$ cat src/rtl/mio_bus_arbiter.sv
// Memory/IO bus controller: round-robin arbitration between CPU and DMA read port,
// region decode (RAM / seg7 / LED), per-region wait states and ready handshakes.
module mio_bus_arbiter #(
   parameter int unsigned RAM_WAIT = 2,
   parameter int unsigned IO_WAIT  = 0
) (
   input  logic        clk,
   input  logic        reset,
   input  logic        cpu_req,
   input  logic        cpu_we,
   input  logic [31:0] cpu_addr,
   input  logic [31:0] cpu_wdata,
   output logic [31:0] cpu_rdata,
   output logic        cpu_ready,
   input  logic        dma_req,
   input  logic [31:0] dma_addr,
   output logic [31:0] dma_rdata,
   output logic        dma_ready,
   output logic [31:0] bus_addr,
   output logic [31:0] bus_wdata,
   output logic        ram_we,
   output logic        seg7_we,
   output logic        led_we,
   input  logic [31:0] ram_rdata,
   input  logic [31:0] io_rdata
);

   localparam logic [3:0] RAM_W = 4'(RAM_WAIT);
   localparam logic [3:0] IO_W  = 4'(IO_WAIT);

   typedef enum logic [1:0] {IDLE, ACCESS, DONE} state_t;

   state_t      state;
   logic [3:0]  cnt;
   logic        we;
   logic        owner_dma;
   logic        last_dma;
   logic        grant_dma;
   logic [31:0] grant_addr;
   logic        sel_seg7;
   logic        sel_led;
   logic        sel_ram;
   logic        strobe_cycle;
   logic [31:0] rd_sel;

   function automatic logic [3:0] region_wait(input logic [31:0] addr);
      if (addr[31:28] == 4'hF || addr[31:28] == 4'hE) return IO_W;
      return RAM_W;
   endfunction

   // On a tie the master not served last wins; a lone requester always wins.
   always_comb begin
      grant_dma = dma_req;
      if (cpu_req && dma_req) grant_dma = ~last_dma;
   end

   assign grant_addr = grant_dma ? dma_addr : cpu_addr;

   assign sel_seg7     = (bus_addr[31:28] == 4'hF);
   assign sel_led      = (bus_addr[31:28] == 4'hE);
   assign sel_ram      = ~(sel_seg7 | sel_led);
   assign strobe_cycle = (state == ACCESS) && (cnt == 4'd0);

   // Strobes derive only from registered state, so reset kills them immediately.
   assign ram_we  = strobe_cycle & we & sel_ram;
   assign seg7_we = strobe_cycle & we & sel_seg7;
   assign led_we  = strobe_cycle & we & sel_led;
   assign rd_sel  = sel_ram ? ram_rdata : io_rdata;

   always_ff @(posedge clk or negedge reset) begin
      if (!reset) begin
         state     <= IDLE;
         cnt       <= 4'd0;
         we        <= 1'b0;
         owner_dma <= 1'b0;
         last_dma  <= 1'b1;
         bus_addr  <= 32'd0;
         bus_wdata <= 32'd0;
         cpu_rdata <= 32'd0;
         dma_rdata <= 32'd0;
         cpu_ready <= 1'b0;
         dma_ready <= 1'b0;
      end else begin
         cpu_ready <= 1'b0;
         dma_ready <= 1'b0;
         case (state)
            IDLE: begin
               if (cpu_req || dma_req) begin
                  owner_dma <= grant_dma;
                  bus_addr  <= grant_addr;
                  cnt       <= region_wait(grant_addr);
                  we        <= ~grant_dma & cpu_we;
                  if (!grant_dma) bus_wdata <= cpu_wdata;
                  state     <= ACCESS;
               end
            end
            ACCESS: begin
               if (cnt != 4'd0) begin
                  cnt <= cnt - 4'd1;
               end else begin
                  if (owner_dma) begin
                     dma_rdata <= rd_sel;
                     dma_ready <= 1'b1;
                  end else begin
                     cpu_rdata <= rd_sel;
                     cpu_ready <= 1'b1;
                  end
                  state <= DONE;
               end
            end
            DONE: begin
               last_dma <= owner_dma;
               state    <= IDLE;
            end
            default: state <= IDLE;
         endcase
      end
   end

endmodule

$ cat config.mk
export PLATFORM = sky130hd
export DESIGN_NAME = mio_bus_arbiter
export DESIGN_NICKNAME = d
export VERILOG_FILES = /design/src/rtl/mio_bus_arbiter.sv
export SDC_FILE = /design/constraint.sdc
export NUM_CORES = 1
export LEC_CHECK = 0
export CELL_PAD_IN_SITES_DETAIL_PLACEMENT = 1
export CELL_PAD_IN_SITES_GLOBAL_PLACEMENT = 1
export CORE_MARGIN = 2
export CORE_UTILIZATION = 32
export CTS_BUF_LIST = sky130_fd_sc_hd__clkbuf_4
export CTS_CLUSTER_SIZE = 8
export DETAILED_ROUTE_END_ITERATION = 8
export PLACE_DENSITY = 0.81
export SYNTH_ARGS = -nofsm -noshare
export SYNTH_HDL_FRONTEND = slang
export SYNTH_SLANG_ARGS = --single-unit
export TNS_END_PERCENT = 50
$ cat constraint.sdc
create_clock -name clk -period 2.15 [get_ports clk]
set_input_delay 0.3225 -clock clk [delete_from_list [all_inputs] [get_ports clk]]
set_output_delay 0.3225 -clock clk [all_outputs]
set_load 0.02 [all_outputs]
# Yosys cells after proc, flatten, opt, wreduce, memory -nomap -nowiden
# Cells that the tools add are included.
[totals]
word_cells = 66
memories = 0
ramBits = 0
output_inout_bits = 133
regBits = 139
input_bits = 165
romBits = 0
latch_bits = 0
[classes]
n_addsub = 1
n_reduce_logical = 14
n_mul = 0
shifts = 0
n_lt_le_gt_ge = 0
n_eq_ne = 9
n_mux = 20
div_mod_pow = 0
n_bitwise = 11
[op_table]
columns = ["cell", "n"]
rows = [
  ["32-bit 2-to-1 mux", 2],
  ["4-bit == test (second input constant)", 4],
  ["4-bit 2-to-1 mux", 4],
  ["3-bit AND reduction", 4],
  ["1-bit 2-to-1 mux", 10],
  ["4-bit case mux with 2 select lines", 1],
  ["1-bit bitwise AND", 5],
  ["1-bit NOT", 5],
  ["4-bit logical NOT", 1],
  ["2-bit 2-to-1 mux", 2],
  ["2-bit inequality test (second input constant)", 2],
  ["2-bit case mux with 2 select lines", 1],
  ["2-bit AND reduction", 2],
  ["4-bit nonzero test", 1],
  ["4-bit by 1-bit subtractor with 4-bit output (second input constant)", 1],
  ["2-bit by 1-bit == test with 1-bit output (second input constant)", 1],
  ["2-bit == test (second input constant)", 1],
  ["1-bit logical AND", 2],
  ["2-bit logical NOT", 1],
  ["1-bit logical OR", 2],
  ["2-bit by 1-bit inequality test with 1-bit output (second input constant)", 1],
  ["2-bit nonzero test", 1],
  ["1-bit bitwise OR", 1],
]

# Logic depth before layout (Yosys ltp)
# Gate-level depths: netlist of the first run.
[depth]
depth_word = 11
ltp_mapped = 7
mapped_depth_nobuf = 5

# Worst setup path after synthesis of the first run
# No wires, ideal clock.
[synth_path]
path_kind = "reg-to-reg"
start = "register cnt[0]"
end = "register cpu_rdata[10]"
arrival_time_ns = 1.830
stages_incl_launch_ff = 8
synth_period_minus_slack_ns = 1.955
setup_time_ns = 0.125
path_buffers = 2
setup_slack_ns = 0.195
required_ns = 2.025
path_cell_list = "dfrtp_1 -> inv_1 -> ha_1 -> or3b_1 -> buf_2 -> nor3_4 -> buf_6 -> mux2_2"
[synth_between]
elab_chain_len = 3
[synth_rtl]
columns = ["element", "line", "rtl"]
rows = [
  ["start: declaration", "34", "logic [3:0] cnt;"],
  ["start signal: assignment", "91", "cnt <= region_wait(grant_addr);"],
  ["start signal: assignment", "99", "cnt <= cnt - 4'd1;"],
  ["4-bit nonzero test", "98", "if (cnt != 4'd0) begin"],
  ["1-bit NOT (no line)", "n/a", ""],
  ["3-bit AND reduction (no line)", "n/a", ""],
  ["end signal: assignment", "105", "cpu_rdata <= rd_sel;"],
  ["end: declaration", "13", "output logic [31:0] cpu_rdata,"],
]
# Every way passes these cells.
# A chain may end at the register's enable or synchronous reset.

# Final worst setup path of the first run
[layout_path]
start = "register cnt[1]"
end = "output port ram_we"
[layout_between]
elab_chain_len = 4
[layout_rtl]
columns = ["element", "line", "rtl"]
rows = [
  ["4-bit logical NOT", "62", "assign strobe_cycle = (state == ACCESS) && (cnt == 4'd0);"],
  ["1-bit logical AND", "62", ""],
  ["1-bit bitwise AND (2 in series)", "65", "assign ram_we = strobe_cycle & we & sel_ram;"],
  ["end: declaration", "21", "output logic ram_we,"],
]
# Every way passes these cells.

==> results.json, run 1 <==
{
  "run_status": "completed",
  "synth_fp_nets": 562,
  "crit_type": "reg -> out",
  "die_h_um": 141.5,
  "final_hold_viol_count": 0,
  "ir_drop_mv": 0.6232,
  "leakage_nw": 4.022,
  "cp_data_arrival_time_ns": 1.82,
  "dieArea_sq_mm": 0.02001,
  "grt.overflow.total": 0,
  "setup_viol": 0,
  "path_clk_slew_ns": 0.13,
  "firstDrtPassIters": 4,
  "rows": 50,
  "timing.hold.ws_ns": 0.3438,
  "p_per_area_mw_per_mm2": 1450,
  "cp_top_family": "simple AND/OR/NAND/NOR gates",
  "crit_buf_inv": 2,
  "clkSinkCount": 139,
  "drv_cap": 0,
  "vias_per_cell": 4.734,
  "yosysTopAreaCell": "dfrtp_1",
  "cts.path.max_buffers": 2,
  "io_buffers": 297,
  "fin_util_pct": 52.83,
  "root_buffer": "clkbuf_4",
  "antenna_found_initial": 0,
  "required_ns": 1.83,
  "drive_above_1_share_pct": 35.45,
  "synth_top_family_by_area": "multiplexers",
  "synth.area.top_cells": "dfrtp_1 57%, mux2_2 34%, mux2i_1 1.2%",
  "cp-start-kind": "flop",
  "postRouteAntennaNets": 0,
  "die_w_um": 141.5,
  "drt_iter0_markers": 89,
  "yosys.area_share.simple_pct": 2.628,
  "synthCells": 396,
  "synth_area_sq_mm": 0.006047,
  "post-route-period-util_pct": 99.71,
  "slowest_stage": "dfrtp_1",
  "post-place-ws_ns": -0.1526,
  "cts.htree.levels": 4,
  "final_nets": 879,
  "cts_tree": "yes",
  "synthToLayoutAreaGrowth_pct": 62.88,
  "io_pins": 298,
  "layout.cells.most_common": "clkdlybuf4s50_1",
  "start_util_pct": 32.44,
  "first_global_vias": 5118,
  "slowest_delay_ns": 0.42,
  "seq_area_frac_synth_pct": 57.54,
  "hpwl_um": 14180,
  "grt_max_degree": 61,
  "fin_ws_ns": 0.006259,
  "clock_skew_ns": 0.02355,
  "yosysUniqueCellTypes": 27,
  "diodes": 0,
  "synth-compound-area-share_pct": 1.366,
  "synth_xor_area_share_pct": 0,
  "clock.fmax_ghz": 0.4665,
  "final_cell_mix": "293 x clkdlybuf4s50_1, 185 x mux2_2, 138 x dfrtp_1",
  "track_usage_pct": 18.17,
  "grt_pass1_wl_um": 27910,
  "num_vias": 4540,
  "synth_fa_ha_area_share_pct": 0.2069,
  "ys_warn_count": 0,
  "synth_top_area_share_pct": 57.11,
  "hp-class": "in -> async",
  "crit_chain": "inv_2 > ha_4 > nor3b_4 > nand3_2 > nor2b_1 > buf_4",
  "remaining_drc_errors": 0,
  "ys_ff_latch": 139,
  "worst_slew_pin_slew_ns": 0.6205,
  "core_area_sq_mm": 0.01864,
  "post_drt_wl_per_cell_um": 19.03,
  "syn_avg_cell_area_sq_um": 15.27,
  "crit_fanout": 3,
  "drv_slew": 0,
  "period_minus_slack_ns": 2.144,
  "critPathCaptureType": "primary output",
  "slew_headroom_pct": 58.64,
  "globalplace.congestion": 0.8289,
  "wl_um": 18250,
  "fin_total_pwr_w": 0.01428,
  "numCtsBuffers": 17,
  "synthMuxAreaShare_pct": 35.98,
  "clk_latency_ns": 0.53,
  "rsz0062_at_grt": "yes"
}
area by class of cell:
cell class | count | area, sq um
Timing Repair Buffer | 319 | 3209
Clock inverter | 14 | 244.0
Sequential cell | 139 | 3480
Inverter | 3 | 11.26
Multi-Input combinational cell | 233 | 2485
Clock buffer | 17 | 127.6
Fill cell | 1862 | 8793
Tap cell | 234 | 292.8
what timing repair did:
item / in CTS / in global routing
gates cloned: 0 / 0
pin swaps: 2 / 1
gates resized for setup: 26 / 0
setup buffers: 3 / 2
hold buffers: 1 / 0
endpoints found under the setup margin: 3 / 31
hold endpoints to repair: 57 / 0
cell usage after synthesis:
| master | n |
|---|---|
| a22o_1 | 1 |
| mux2_2 | 185 |
| and3_1 | 1 |
| nor2_1 | 3 |
| a21boi_2 | 1 |
| or2_2 | 1 |
| or2_0 | 1 |
| or3b_1 | 1 |
| ha_1 | 1 |
| o221a_2 | 1 |
| nand3_1 | 8 |
| o22ai_1 | 1 |
| dfrtp_1 | 138 |
| mux2i_1 | 7 |
| nor3_4 | 2 |
| nor3b_1 | 1 |
| nor3_1 | 3 |
| mux2_1 | 2 |
| buf_6 | 3 |
| inv_1 | 3 |
| clkbuf_1 | 4 |
| o21ai_0 | 9 |
| nand2b_1 | 1 |
| buf_2 | 11 |
| nor2b_1 | 3 |
| dfstp_2 | 1 |
| buf_4 | 3 |
through the flow:
stage	TNS, ns	std cells	area, sq um
final	0	959	9849
after floorplan	0	396	6047
after global placement	-0.09695	922	9399
after global routing	-0.9640	959	9849
after detailed placement	-0.4271	922	9399
after CTS	-0.2123	957	9834
worst register-to-register path, stage by stage (launching register included):
cell and delay [ns]:
dfrtp_1 0.42, inv_2 0.08, ha_4 0.13, buf_4 0.10, or3b_1 0.47, nor3_4 0.19, buf_12 0.24, mux2_2 0.40
path summary, 6_finish.rpt:
path / startpoint / endpoint / slack (ns) / depth (start not counted)
max: cnt[1] / ram_we / 0.006 / 6
max reg2reg: cnt[1] / cpu_rdata[17] / 0.006 / 7
min reg2reg: bus_addr[23] / bus_addr[23] / 0.52 / 1
max in group asynchronous: reset / last_dma / 1.13 / 3
min in group clk: cpu_wdata[9] / bus_wdata[9] / 0.40 / 2
min: reset / cpu_rdata[31] / 0.34 / 2
power by group:
group | leakage (nW) | switching (W) | internal (W)
logic | 2.16 | 0.00342 | 0.00403
clock network | 0.189 | 0.000992 | 0.00116
registers | 1.67 | 0.000760 | 0.00392
routing by layer:
metal / part of all wire (%) / vias up / routed length, um / track usage, %
met3: 6.7 / 22 / 1230 / 5.940
met1: 36 / 2295 / 6591 / 18.65
met5: 0 / - / 0 / 0
li1: - / 2061 / - / -
met2: 55 / 162 / 10080 / 34.62
met4: 1.9 / 0 / 349 / 6.000
registers in the layout (all words and copies together), names as in the netlist:
name	flops
bus_addr	32
bus_wdata	32
cnt	4
cpu_rdata	32
cpu_ready	1
dma_rdata	32
dma_ready	1
last_dma	1
owner_dma	1
state	2
we	1
cell families (layout without fill, tap and decap cells):
family / after synthesis / in the layout
and+or+nand+nor: 25 / 25
buffers and inverters: 24 / 353
AOI/OAI and AO/OA: 13 / 13
adders and majority gates: 1 / 1
muxes: 194 / 194
DFF: 139 / 139
No activity file was read; power rests on OpenSTA's default activity.
==> run 2: changes to the inputs <==
--- a/config.mk
+++ b/config.mk
@@ -9,8 +9,6 @@
 export CELL_PAD_IN_SITES_GLOBAL_PLACEMENT = 1
 export CORE_MARGIN = 2
 export CORE_UTILIZATION = 32
-export CTS_BUF_LIST = sky130_fd_sc_hd__clkbuf_4
-export CTS_CLUSTER_SIZE = 8
 export DETAILED_ROUTE_END_ITERATION = 8
 export PLACE_DENSITY = 0.81
 export SYNTH_ARGS = -nofsm -noshare
==> run 2 against run 1 <==
Net effect: global-route usage up 0.24 points; die area unchanged; hold slack better by 0.13 ns; power up 8.2%; largest cell class unchanged; wire length up 0.55%; worst setup slack better by 0.039 ns; via count down 0.55%; count of clock-buffer cells in the layout unchanged.
==> results.json, run 2 (synthesized netlist as in run 1, its figures left out) <==
{
  "firstDrtPassIters": 4,
  "path_clk_slew_ns": 0.06,
  "die_h_um": 141.5,
  "antenna_found_initial": 0,
  "fin_total_pwr_w": 0.01545,
  "clkPwrFrac_pct": 21.5,
  "switching_share_pct": 34.48,
  "worst_slew_pin_slew_ns": 0.6213,
  "core_area_sq_mm": 0.01864,
  "diodes": 0,
  "postRouteAntennaNets": 0,
  "reg2reg_slack_ns": 0.08,
  "post-place-ws_ns": -0.1526,
  "drive_above_1_share_pct": 35.18,
  "power_frac_seq_pct": 30.5,
  "clk_latency_ns": 0.42,
  "r2r-start": "cnt[0]",
  "wl_um": 18350,
  "dieArea_sq_mm": 0.02001,
  "critPathCaptureType": "primary output",
  "cts.htree.levels": 4,
  "track_usage_pct": 18.41,
  "start_util_pct": 32.44,
  "vias_per_cell": 4.723,
  "slowest_stage": "dfrtp_1",
  "post-route-period-util_pct": 97.91,
  "leakage_nw": 4.139,
  "drt_iter0_markers": 88,
  "required_ns": 1.83,
  "hp-class": "in -> async",
  "fin_ws_ns": 0.04485,
  "rsz0062_at_grt": "yes",
  "clock.fmax_ghz": 0.4750,
  "combPwrFrac_pct": 48.0,
  "first_global_vias": 5109,
  "root_buffer": "clkbuf_16",
  "crit_chain": "inv_2 > ha_4 > nor3b_4 > nand3_2 > nor3_2 > buf_4",
  "layout.cells.most_common": "clkdlybuf4s50_1",
  "timing.hold.ws_ns": 0.4708,
  "numCtsBuffers": 17,
  "io_pins": 298,
  "grt_max_degree": 61,
  "final_cell_mix": "293 x clkdlybuf4s50_1, 185 x mux2_2, 138 x dfrtp_1",
  "crit_fanout": 3,
  "p_per_area_mw_per_mm2": 1527,
  "num_vias": 4515,
  "ir_drop_mv": 0.5822,
  "die_w_um": 141.5,
  "rr_endpoint": "cpu_rdata[17]",
  "globalplace.congestion": 0.8289,
  "cts_tree": "yes",
  "clock_skew_ns": 0.01068,
  "period_minus_slack_ns": 2.105,
  "grt.overflow.total": 0,
  "cp-start-kind": "flop",
  "p_sw_w": 0.005328,
  "synthToLayoutAreaGrowth_pct": 67.39,
  "slew_headroom_pct": 58.58,
  "dpl.cell_count": 922,
  "seq_area_sq_mm": 0.003480,
  "fill_cells": 1831,
  "fin_util_pct": 54.30,
  "setup_viol": 0,
  "hpwl_um": 14180,
  "rows": 50,
  "final_hold_viol_count": 0,
  "crit_type": "reg -> out",
  "power.internal_w": 0.01012,
  "grt_pass1_wl_um": 28290,
  "drv_cap": 0,
  "slowest_delay_ns": 0.39,
  "cts.path.max_buffers": 2,
  "cp_data_arrival_time_ns": 1.78,
  "layout.cells.non_filler": 956,
  "multi_input_area_sq_mm": 0.002485,
  "drv_slew": 0,
  "run_status": "completed",
  "final_nets": 876,
  "post_drt_wl_per_cell_um": 19.19,
  "clkSinkCount": 139,
  "io_buffers": 297,
  "r2r_cells": 6,
  "remaining_drc_errors": 0
}
[run 2: changes by cell type in the layout (fill, tap and decap cells not counted), sizes merged]
cell | before | now
buf | 25 | 22
[run 2: worst max-delay path by stage]
stage,startpoint,endpoint,cells past startpoint
CTS,cnt[0],seg7_we,6
finish,cnt[0],seg7_we,6
global route,cnt[0],seg7_we,6
detailed placement,cnt[0],seg7_we,6
global placement,cnt[0],seg7_we,6
floorplan,cnt[0],cpu_rdata[10],7
[run 2: layout make-up]
type	count	area share (%)
sequential	139	34.38
inverter	3	0.1112
tap	234	2.892
clock buffer	17	4.203
timing repair buffer	316	31.46
multi-input combinational	233	24.55
clock inverter	14	2.410
[run 2: repair_timing]
item                                    CTS  global route
buffers inserted                          0             2
hold buffers                              1             0
endpoints found under the setup margin    3            32
hold endpoints to repair                 57             0
resized for setup                        18             7
pin swaps                                 1             3
[run 2: routing by layer]
metal	GRT usage, %	wire length (um)	vias up	part of all wire, %
li1	-	-	2056	-
met1	19.24	6618	2261	36
met2	34.87	10100	167	55
met3	4.995	1191	31	6.5
met4	7.263	439	0	2.4
met5	0	0	-	0
[run 2: stage by stage]
step                      cell area, sq um  setup TNS [ns]
after CTS                            10080               0
after global routing                 10120        -0.04004
after global placement                9399        -0.09695
after detailed placement              9399         -0.4271
after floorplan                       6047               0
final                                10120               0
[run 2: critical path: cells and delay by family (launching register included)]
family | cells | cell delay (ns)
adders and majority gates | 1 | 0.14
buffers and inverters | 2 | 0.25
DFF | 1 | 0.39
and+or+nand+nor | 3 | 0.57
[run 2: power groups by stage]
stage	registers (W)	logic [W]	clock network (W)
floorplan	0.00612	0.00229	0
global placement	0.00463	0.00724	0
detailed placement	0.00475	0.00744	0
CTS	0.00474	0.00748	0.00340
global route	0.00491	0.00781	0.00353
finish	0.00471	0.00742	0.00332
==> run 3: changes to the inputs <==
--- a/config.mk
+++ b/config.mk
@@ -11,6 +11,8 @@
 export CORE_UTILIZATION = 32
 export DETAILED_ROUTE_END_ITERATION = 8
 export PLACE_DENSITY = 0.81
+export RECOVER_POWER = 100
+export SKIP_CTS_REPAIR_TIMING = 1
 export SYNTH_ARGS = -nofsm -noshare
 export SYNTH_HDL_FRONTEND = slang
 export SYNTH_SLANG_ARGS = --single-unit
==> run 3 against run 2 <==
Net effect: wire length about the same; first-iteration DRC count is 1.1% lower; power is 3.7% lower; hold slack improved by 0.028 ns; clock power about the same; via count fell by 0.11%; combinational power down 7.0%; non-clock buffer count down 2; sequential cell count stayed put; maximum frequency grew 1.2%; register-to-register slack about the same; worst setup slack improved by 0.025 ns.
==> results.json, run 3 (synthesized netlist as in run 1, its figures left out) <==
{
  "vias_per_cell": 4.727,
  "track_usage_pct": 18.43,
  "core_area_sq_mm": 0.01864,
  "cts.path.max_buffers": 2,
  "firstDrtPassIters": 4,
  "dieArea_sq_mm": 0.02001,
  "required_ns": 1.83,
  "clk_latency_ns": 0.42,
  "tns_ns": 0,
  "post_dp_cell_area_sq_mm": 0.009399,
  "p_per_area_mw_per_mm2": 1479,
  "io_buffers": 297,
  "reg2reg_slack_ns": 0.09,
  "die_h_um": 141.5,
  "hpwl_um": 14180,
  "numCtsBuffers": 17,
  "cp-start-kind": "flop",
  "timing.hold.ws_ns": 0.4991,
  "rsz0062_at_grt": "no",
  "grt_max_degree": 61,
  "post-route-period-util_pct": 96.77,
  "first_global_vias": 5107,
  "cts.htree.levels": 4,
  "fill_cells": 1834,
  "ir_drop_mv": 0.5808,
  "die_w_um": 141.5,
  "remaining_drc_errors": 0,
  "drt_iter0_markers": 87,
  "hp-class": "reg -> reg",
  "diodes": 0,
  "setup_viol": 0,
  "fin_total_pwr_w": 0.01488,
  "wl_um": 18370,
  "post_drt_wl_per_cell_um": 19.25,
  "num_vias": 4510,
  "period_minus_slack_ns": 2.081,
  "worst_slew_pin_slew_ns": 1.436,
  "post-place-ws_ns": -0.1526,
  "root_buffer": "clkbuf_16",
  "synthToLayoutAreaGrowth_pct": 66.40,
  "rr_endpoint": "cpu_rdata[17]",
  "io_pins": 298,
  "cp_data_arrival_time_ns": 1.76,
  "startpoint": "cnt[0]",
  "path_clk_slew_ns": 0.06,
  "postRouteAntennaNets": 0,
  "fin_ws_ns": 0.06945,
  "drive_above_1_share_pct": 34.44,
  "leakage_nw": 4.209,
  "start_util_pct": 32.44,
  "cts_tree": "yes",
  "clock.fmax_ghz": 0.4806,
  "globalplace.congestion": 0.8289,
  "clock_skew_ns": 0.01031,
  "critPathCaptureType": "primary output",
  "crit_fanout": 3,
  "rows": 50,
  "crit_type": "reg -> out",
  "drv_slew": 0,
  "r2r-start": "cnt[0]",
  "r2r_cells": 6,
  "final_hold_viol_count": 0,
  "slew_headroom_pct": 4.237,
  "antenna_found_initial": 0,
  "final_cell_mix": "183 x mux2_2, 163 x clkdlybuf4s50_1, 138 x dfrtp_1",
  "grt.overflow.total": 0,
  "grt_pass1_wl_um": 28320,
  "crit_end": "led_we",
  "final_nets": 874,
  "multi_input_area_sq_mm": 0.002474,
  "final_cell_area_sq_mm": 0.01006,
  "run_status": "completed",
  "seq_area_sq_mm": 0.003480,
  "layout.cells.most_common": "mux2_2",
  "drv_cap": 0,
  "clkSinkCount": 139
}
[run 3: changes by cell type in the layout (fill, tap and decap cells not counted), moves of 2 or more]
cell             before  now
buf_12                6    4
clkdlybuf4s50_1     293  163
clkbuf_2              0    5
dlygate4sd3_1         1  131
mux2_1                2    4
buf_4                14    7
mux2_2              185  183
[run 3: area by class of cell]
| cell class | count | share of cell area (%) |
|---|---|---|
| Clock buffer | 17 | 4.228 |
| Clock inverter | 14 | 2.425 |
| Multi-Input combinational cell | 233 | 24.58 |
| Tap cell | 234 | 2.910 |
| Timing Repair Buffer | 314 | 31.16 |
| Inverter | 3 | 0.1119 |
| Sequential cell | 139 | 34.58 |
[run 3: worst max-delay path, stage by stage (launching register included)]
cell and delay (ns):
dfrtp_1 0.39, inv_2 0.09, ha_4 0.15, nor3b_4 0.20, nand3_2 0.16, nor3_2 0.19
buf_4 0.16
[run 3: how the worst min path moves through the flow]
stage	slack, ns	startpoint	to	cells after the start
floorplan	0.03	reset	bus_addr[0]	0
global placement	0.35	reset	dma_rdata[2]	1
detailed placement	0.36	reset	dma_rdata[16]	1
CTS	-0.09	reset	dma_rdata[15]	1
global route	0.51	cpu_wdata[18]	bus_wdata[18]	2
finish	0.50	cpu_rdata[25]	cpu_rdata[25]	1
[run 3: power by group]
group / switching [W] / internal, W
Combinational: 0.00340 / 0.00351
Sequential: 0.000712 / 0.00394
Clock: 0.00115 / 0.00218
Total: 0.00526 / 0.00963
[run 3: through the flow]
step,cells,utilization (%)
global route,954,53.97
floorplan,396,-
detailed placement,922,50.42
CTS,953,54.01
global placement,922,50.42
finish,954,53.97
[run 3: layer usage]
| metal | global-route usage, % | wire [um] |
|---|---|---|
| met3 | 4.995 | 1160 |
| met1 | 19.31 | 6603 |
| met5 | 0 | 0 |
| met4 | 7.105 | 454 |
| met2 | 34.93 | 10150 |
